File: src/rtl/debug_pkg.sv
// Shared types and constants for the debug access port initiator.
// Latency: n/a (declarations only).
// Backpressure: n/a (declarations only).
package debug_pkg;

   localparam int DEBUG_ADDR_W  = 12;
   localparam int DEBUG_DATA_W  = 32;
   // Address bit that selects CSR space (1) versus the GPR file (0).
   localparam int DEBUG_CSR_BIT = DEBUG_ADDR_W - 1;

   typedef enum logic [2:0] {
      IDLE,
      ENABLE,
      ISSUE,
      WAIT,
      RESP
   } dbg_state_t;

   // Command as queued by the host-side controller, at the default bus widths.
   typedef struct packed {
      logic                    write;
      logic [DEBUG_ADDR_W-1:0] addr;
      logic [DEBUG_DATA_W-1:0] wdata;
   } dbg_cmd_t;

endpackage

File: src/rtl/debug_cmd_fifo.sv
// Show-ahead synchronous FIFO; head is the registered oldest entry.
// Latency: a push is visible at head the cycle after it is accepted.
// Backpressure: push ignored when full, pop ignored when empty; both may occur together.
module debug_cmd_fifo #(
   parameter int WIDTH = 45,
   parameter int DEPTH = 4
) (
   input  logic             clk,
   input  logic             reset,
   input  logic             push,
   input  logic [WIDTH-1:0] push_data,
   input  logic             pop,
   output logic [WIDTH-1:0] head,
   output logic             full,
   output logic             empty
);

   localparam int AW = $clog2(DEPTH);

   logic [WIDTH-1:0] mem [DEPTH];
   // Pointers carry one extra wrap bit so full and empty are distinguishable.
   logic [AW:0]      wr_ptr;
   logic [AW:0]      rd_ptr;

   assign empty = (wr_ptr == rd_ptr);
   assign full  = (wr_ptr[AW-1:0] == rd_ptr[AW-1:0]) && (wr_ptr[AW] != rd_ptr[AW]);
   assign head  = mem[rd_ptr[AW-1:0]];

   // Storage write; contents need no reset because empty masks them.
   always_ff @(posedge clk) begin
      if (push && !full) begin
         mem[wr_ptr[AW-1:0]] <= push_data;
      end
   end

   // Pointer advance on accepted push / pop.
   always_ff @(posedge clk) begin
      if (reset) begin
         wr_ptr <= '0;
         rd_ptr <= '0;
      end else begin
         if (push && !full) begin
            wr_ptr <= wr_ptr + (AW+1)'(1);
         end
         if (pop && !empty) begin
            rd_ptr <= rd_ptr + (AW+1)'(1);
         end
      end
   end

endmodule

File: src/rtl/debug_host_master.sv
// Debug-port initiator: queued read/write commands, one bus transaction each, in-order responses.
// Latency: idle push -> ENABLE next cycle -> strobe -> response; back-to-back one per 2 cycles.
// Backpressure: cmd_ready = !fifo_full; a stalled response holds the FSM in RESP and the bus idle.
module debug_host_master
   import debug_pkg::*;
#(
   parameter int ADDR_W     = DEBUG_ADDR_W,
   parameter int DATA_W     = DEBUG_DATA_W,
   parameter int FIFO_DEPTH = 4,
   parameter int TIMEOUT    = 16
) (
   input  logic              clk,
   input  logic              reset,
   input  logic              cmd_valid,
   output logic              cmd_ready,
   input  logic              cmd_write,
   input  logic [ADDR_W-1:0] cmd_addr,
   input  logic [DATA_W-1:0] cmd_wdata,
   output logic              rsp_valid,
   input  logic              rsp_ready,
   output logic [DATA_W-1:0] rsp_rdata,
   output logic              rsp_write,
   output logic              rsp_error,
   output logic              debug_enable,
   output logic [ADDR_W-1:0] debug_addr,
   output logic              debug_read,
   output logic              debug_write,
   output logic [DATA_W-1:0] debug_write_data,
   input  logic [DATA_W-1:0] debug_read_data,
   input  logic              debug_ready,
   output logic              busy
);

   localparam int CNT_W = $clog2(TIMEOUT + 1);

   // Same layout as dbg_cmd_t, but sized by this instance's parameters.
   typedef struct packed {
      logic              write;
      logic [ADDR_W-1:0] addr;
      logic [DATA_W-1:0] wdata;
   } cmd_t;

   cmd_t              push_cmd;
   cmd_t              head_cmd;
   logic              fifo_full;
   logic              fifo_empty;
   logic              push;
   logic              pop;

   dbg_state_t        state;
   dbg_state_t        state_nxt;

   logic              op_q;
   logic [ADDR_W-1:0] addr_q;
   logic [DATA_W-1:0] wdata_q;
   logic [CNT_W-1:0]  cnt_q;
   logic [DATA_W-1:0] rdata_q;
   logic              err_q;
   logic              timeout_hit;

   assign push_cmd  = {cmd_write, cmd_addr, cmd_wdata};
   assign cmd_ready = !fifo_full;
   assign push      = cmd_valid && !fifo_full;

   debug_cmd_fifo #(
      .WIDTH (1 + ADDR_W + DATA_W),
      .DEPTH (FIFO_DEPTH)
   ) u_cmd_fifo (
      .clk       (clk),
      .reset     (reset),
      .push      (push),
      .push_data (push_cmd),
      .pop       (pop),
      .head      (head_cmd),
      .full      (fifo_full),
      .empty     (fifo_empty)
   );

   // The WAIT cycle whose increment would bring the counter to TIMEOUT ends the wait.
   assign timeout_hit = (cnt_q >= CNT_W'(TIMEOUT - 1));

   // State register.
   always_ff @(posedge clk) begin
      if (reset) begin
         state <= IDLE;
      end else begin
         state <= state_nxt;
      end
   end

   // Next-state logic; an incoming push wakes IDLE directly to save a cycle.
   always_comb begin
      state_nxt = state;
      case (state)
         IDLE:    if (!fifo_empty || push) state_nxt = ENABLE;
         ENABLE:  state_nxt = ISSUE;
         ISSUE:   state_nxt = debug_ready ? RESP : WAIT;
         WAIT:    if (debug_ready || timeout_hit) state_nxt = RESP;
         RESP:    if (rsp_ready) state_nxt = fifo_empty ? IDLE : ISSUE;
         default: state_nxt = IDLE;
      endcase
   end

   // Moore outputs plus the FIFO pop that loads the next command.
   always_comb begin
      debug_enable = (state != IDLE);
      debug_read   = (state == ISSUE) && !op_q;
      debug_write  = (state == ISSUE) && op_q;
      rsp_valid    = (state == RESP);
      busy         = !fifo_empty || (state != IDLE);
      pop          = (state == ENABLE) || ((state == RESP) && rsp_ready && !fifo_empty);
   end

   // Command latch, timeout counter and response capture.
   always_ff @(posedge clk) begin
      if (reset) begin
         op_q    <= 1'b0;
         addr_q  <= '0;
         wdata_q <= '0;
         cnt_q   <= '0;
         rdata_q <= '0;
         err_q   <= 1'b0;
      end else begin
         if (pop) begin
            op_q    <= head_cmd.write;
            addr_q  <= head_cmd.addr;
            wdata_q <= head_cmd.wdata;
         end
         case (state)
            ISSUE: begin
               cnt_q <= CNT_W'(1);
               if (debug_ready) begin
                  rdata_q <= op_q ? '0 : debug_read_data;
                  err_q   <= 1'b0;
               end
            end
            WAIT: begin
               if (cnt_q != CNT_W'(TIMEOUT)) begin
                  cnt_q <= cnt_q + CNT_W'(1);
               end
               if (debug_ready) begin
                  rdata_q <= op_q ? '0 : debug_read_data;
                  err_q   <= 1'b0;
               end else if (timeout_hit) begin
                  rdata_q <= '0;
                  err_q   <= 1'b1;
               end
            end
            default: ;
         endcase
      end
   end

   assign debug_addr       = addr_q;
   assign debug_write_data = wdata_q;
   assign rsp_rdata        = rdata_q;
   assign rsp_write        = op_q;
   assign rsp_error        = err_q;

endmodule

File: config.mk
export PLATFORM = sky130hd
export DESIGN_NAME = debug_host_master
export DESIGN_NICKNAME = d
export VERILOG_FILES = /design/src/rtl/debug_pkg.sv /design/src/rtl/debug_cmd_fifo.sv /design/src/rtl/debug_host_master.sv
export SDC_FILE = /design/constraint.sdc
export NUM_CORES = 1
export LEC_CHECK = 0
export BUFFER_PORTS_ARGS = -buffer_cell sky130_fd_sc_hd__buf_2
export CORE_UTILIZATION = 56
export DETAILED_ROUTE_END_ITERATION = 6
export GPL_TIMING_DRIVEN = 0
export PLACE_DENSITY = 0.87
export SETUP_SLACK_MARGIN = 0.02
export SYNTH_ARGS = -nofsm -noshare
export SYNTH_HDL_FRONTEND = slang
export SYNTH_SLANG_ARGS = --single-unit
File: constraint.sdc
create_clock -name clk -period 3.3 [get_ports clk]
set_input_delay 0.165 -clock clk [delete_from_list [all_inputs] [get_ports clk]]
set_output_delay 0.165 -clock clk [all_outputs]
set_load 0.005 [all_outputs]
==> implementation parameters <==
Parameter                              Value

Outcome
  Outcome    finished, violations left
  Violations in the final reports    DRC

CTS
  Clock sink count    272
  CTS hold repair buffers    80
  Maximum root-to-sink buffer count    3
  Gates resized, CTS repair    0
  Total CTS buffers    28
  TritonCTS clock tree    built
  Clock latency at the later pin of the worst-skew pair    550 ps
  Cell chosen for the clock root    sky130_fd_sc_hd__clkbuf_16
  Buffers inserted by post-CTS timing repair    0
  H-Tree Depth    1
  CTS clock-pin slew for the worst setup and hold paths    60 ps

Layout
  Post-Layout Cell Count    1228
  Share of the core filled with cells    0.741
  Count of nets after finishing    1066
  Share of cells above drive strength 1    0.282
  Post-synthesis to final-layout area growth    28.9%

Job
  Number of maximum-capacitance constraint violations    0

Synth
  Post-synth top area share    0.520
  Biggest area consumer among synthesized cells    sky130_fd_sc_hd__edfxtp_1
  Net count of the mapped netlist    788
  #FFs+latches synth    272
  Yosys synthesis warning count    0
  Cell types occupying the most area after synthesis    sky130_fd_sc_hd__edfxtp_1, sky130_fd_sc_hd__dfxtp_1, sky130_fd_sc_hd__mux4_2
  Proportion of register bits with asynchronous set or reset after synthesis    0
  Synthesized instance count    698
  Synthesized area per cell    14.9 um2
  Number of flops mapped to enable cells by yosys    180
  Main flop type after synthesis    sky130_fd_sc_hd__edfxtp_1
  Count of unique library cells instantiated by Yosys    48
  Sequential element share of the synthesized area    0.698
  Area of the mapped netlist    0.0104 mm2

Critical path
  Worst-path maximum fanout    24
  Delay-heaviest family, CP    simple AND/OR/NAND/NOR gates
  Data arrival time of the critical path    2610 ps
  Endpoint of the worst register-to-register path    u_cmd_fifo.mem[2][40]
  Critical-path top delay cell    sky130_fd_sc_hd__and2_2
  Maximum single-stage delay on the critical path    660 ps
  Critical path data required time    3550 ps
  Cell-by-cell listing of the critical path    xor2_1 > o31a_1 > and2_2 > buf_12
  Critical register-to-register path startpoint    u_cmd_fifo.wr_ptr[1]
  Startpoint Class    register
  Worst reg-to-reg path cell count    4
  Reg-to-reg slack, setup    940 ps
  Kind of end point of the critical path    register
  Start-to-end type of the worst setup path    register to register
  Worst path buffer plus inverter count    1

Route
  Antenna-violating nets left    0
  Overall via count from detail_route    7070
  Average wire per cell in the routed design    20.5 um
  Initial detailed-routing violation count    477
  DRC Markers    38
  Routed WL    25200 um
  First-pass iteration count of the detailed router    6
  Ratio of routed vias to standard cells    5.76

Global routing
  Number of global-route vias before repair    7400
  Number of antenna violations at the first check in global routing    1
  Pin count of the biggest net entering global routing    32
  Overflow left after global routing    0
  Global-route wire length before repair    39600 um
  Total GRT Usage    0.268

STA
  Time the final worst path needs with I/O delays and setup    2360 ps
  Worst Hold Margin    101 ps
  Count of final max-slew check failures    0
  Setup repair after global routing missed its margin    false
  Max Clk Rate    423 MHz
  Rel. slew slack    0.535
  Transition time at the pin with the least slew margin    698 ps
  Final clock period utilization by the worst path    0.716
  Fin Clk Skew    10.2 ps
  Final setup violation count    0
  Final worst-path setup slack    936 ps
  Final-report hold violation count    0

Placement
  Total placed cells including tap cells    1095
  Worst Setup Slack post-DPL    966 ps
  Number of buffers added on ports    164
  HPWL Detailed    15200 um
  Final GP Congestion    0.826

Min path
  Worst hold path cell count    3
  Worst min-delay path endpoint    state[1]
  Worst min-delay path category    input port to register
  Hold path startpoint    reset

Floorplan
  Core Rows    49
  Die area    0.0191 mm2
  Die X    138 um
  Total I/O pin count    166
  Core Area    0.0181 mm2
  Die Ht    138 um
  Initial standard-cell utilization of the core    0.574

Pwr
  Pwr Total    9130 uW
  Power density relative to cell area    682 mW/mm2
  Worst ir drop on vdd    0.000699 V
  Reported leakage power    0.00512 uW
-- cells in the mapped netlist (2+ instances only) --
library cell and count:
sky130_fd_sc_hd__a211oi_1 2, sky130_fd_sc_hd__a21o_1 3, sky130_fd_sc_hd__a21oi_1 53, sky130_fd_sc_hd__and2_1 4
sky130_fd_sc_hd__buf_1 2, sky130_fd_sc_hd__buf_2 12, sky130_fd_sc_hd__clkbuf_1 32, sky130_fd_sc_hd__dfxtp_1 92
sky130_fd_sc_hd__edfxtp_1 180, sky130_fd_sc_hd__ha_1 8, sky130_fd_sc_hd__inv_1 8, sky130_fd_sc_hd__mux2i_1 33
sky130_fd_sc_hd__mux4_2 45, sky130_fd_sc_hd__nand2_1 67, sky130_fd_sc_hd__nand2b_1 2, sky130_fd_sc_hd__nand3_1 48
sky130_fd_sc_hd__nand3b_1 4, sky130_fd_sc_hd__nand4_1 2, sky130_fd_sc_hd__nor2_1 12, sky130_fd_sc_hd__nor3_1 4
sky130_fd_sc_hd__nor3b_1 2, sky130_fd_sc_hd__o21ai_0 39, sky130_fd_sc_hd__o21ai_1 11, sky130_fd_sc_hd__o31a_1 2
sky130_fd_sc_hd__o31ai_1 2, sky130_fd_sc_hd__or4_1 2, sky130_fd_sc_hd__xnor2_1 4, sky130_fd_sc_hd__xor2_1 3
-- worst min-delay path, stage by stage --
cell                       delay, ps
sky130_fd_sc_hd__clkbuf_1        210
sky130_fd_sc_hd__or4_1           160
sky130_fd_sc_hd__o22ai_1          60
-- metal layers --
metal,wire length (um),global-route usage,vias to the layer above,share of wire
met5,0,0,-,0
met4,625,0.0923,0,0.025
met3,1960,0.0554,52,0.078
met2,13000,0.482,339,0.52
met1,9620,0.323,3467,0.38
li1,-,-,3212,-
-- report_power, final --
group | internal [uW] | switching, uW
logic | 682 | 1010
registers | 3910 | 131
clock network | 2070 | 1330
-- worst max path at each step --
stage,startpoint,end,slack (ps),cells past startpoint
finish,u_cmd_fifo.wr_ptr[1],u_cmd_fifo.mem[2][40],940,4
global route,cnt_q[0],rsp_rdata[13],740,8
CTS,u_cmd_fifo.wr_ptr[1],u_cmd_fifo.mem[0][42],950,4
detailed placement,u_cmd_fifo.wr_ptr[1],u_cmd_fifo.mem[0][37],970,4
global placement,u_cmd_fifo.wr_ptr[0],u_cmd_fifo.wr_ptr[2],-30,4
floorplan,u_cmd_fifo.rd_ptr[0],u_cmd_fifo.mem[3][0],840,4
-- stage by stage --
step           area [um2]  setup TNS (ps)
2_1_floorplan       10400               0
3_3_place_gp        11500           -84.5
3_5_place_dp        11600               0
4_1_cts             13400               0
5_1_grt             13400               0
6_report            13400               0
-- final cells by class --
type                       count  area (um2)
sequential                   272        7250
buffer                        48         206
multi-input combinational    369        2910
clock inverter                20         274
fill                        1041        4690
inverter                       9        33.8
antenna                        1        2.50
tap                          229         287
clock buffer                  32         736
timing repair buffer         248        1700
-- placed cells by master, fill, tap and decap left out, types with 28 or more instances in the layout --
master and instances:
sky130_fd_sc_hd__clkbuf_16 28, sky130_fd_sc_hd__buf_2 176, sky130_fd_sc_hd__edfxtp_1 180, sky130_fd_sc_hd__mux2i_1 33, sky130_fd_sc_hd__mux4_2 45, sky130_fd_sc_hd__clkbuf_1 34, sky130_fd_sc_hd__a21oi_1 53, sky130_fd_sc_hd__o21ai_0 39
sky130_fd_sc_hd__nand2_1 67, sky130_fd_sc_hd__dfxtp_1 92, sky130_fd_sc_hd__nand3_1 48, sky130_fd_sc_hd__dlygate4sd3_1 80
-- state kept, by name, indices dropped and copies added, names as in the netlist --
signal,cells
cnt_q,5
debug_addr,12
debug_write_data,32
rsp_error,1
rsp_rdata,32
rsp_write,1
state,3
u_cmd_fifo.mem,180
u_cmd_fifo.rd_ptr,3
u_cmd_fifo.wr_ptr,3
-- cell families after synthesis --
family | share of synthesized area
AOI/OAI and AO/OA | 0.0637
xor gates and xnor gates | 0.00590
adders and majority gates | 0.00964
buffers and inverters | 0.0231
DFF | 0.698
muxes | 0.129
and+or+nand+nor | 0.0706
Note: power is estimated with default switching activity, not from simulation.
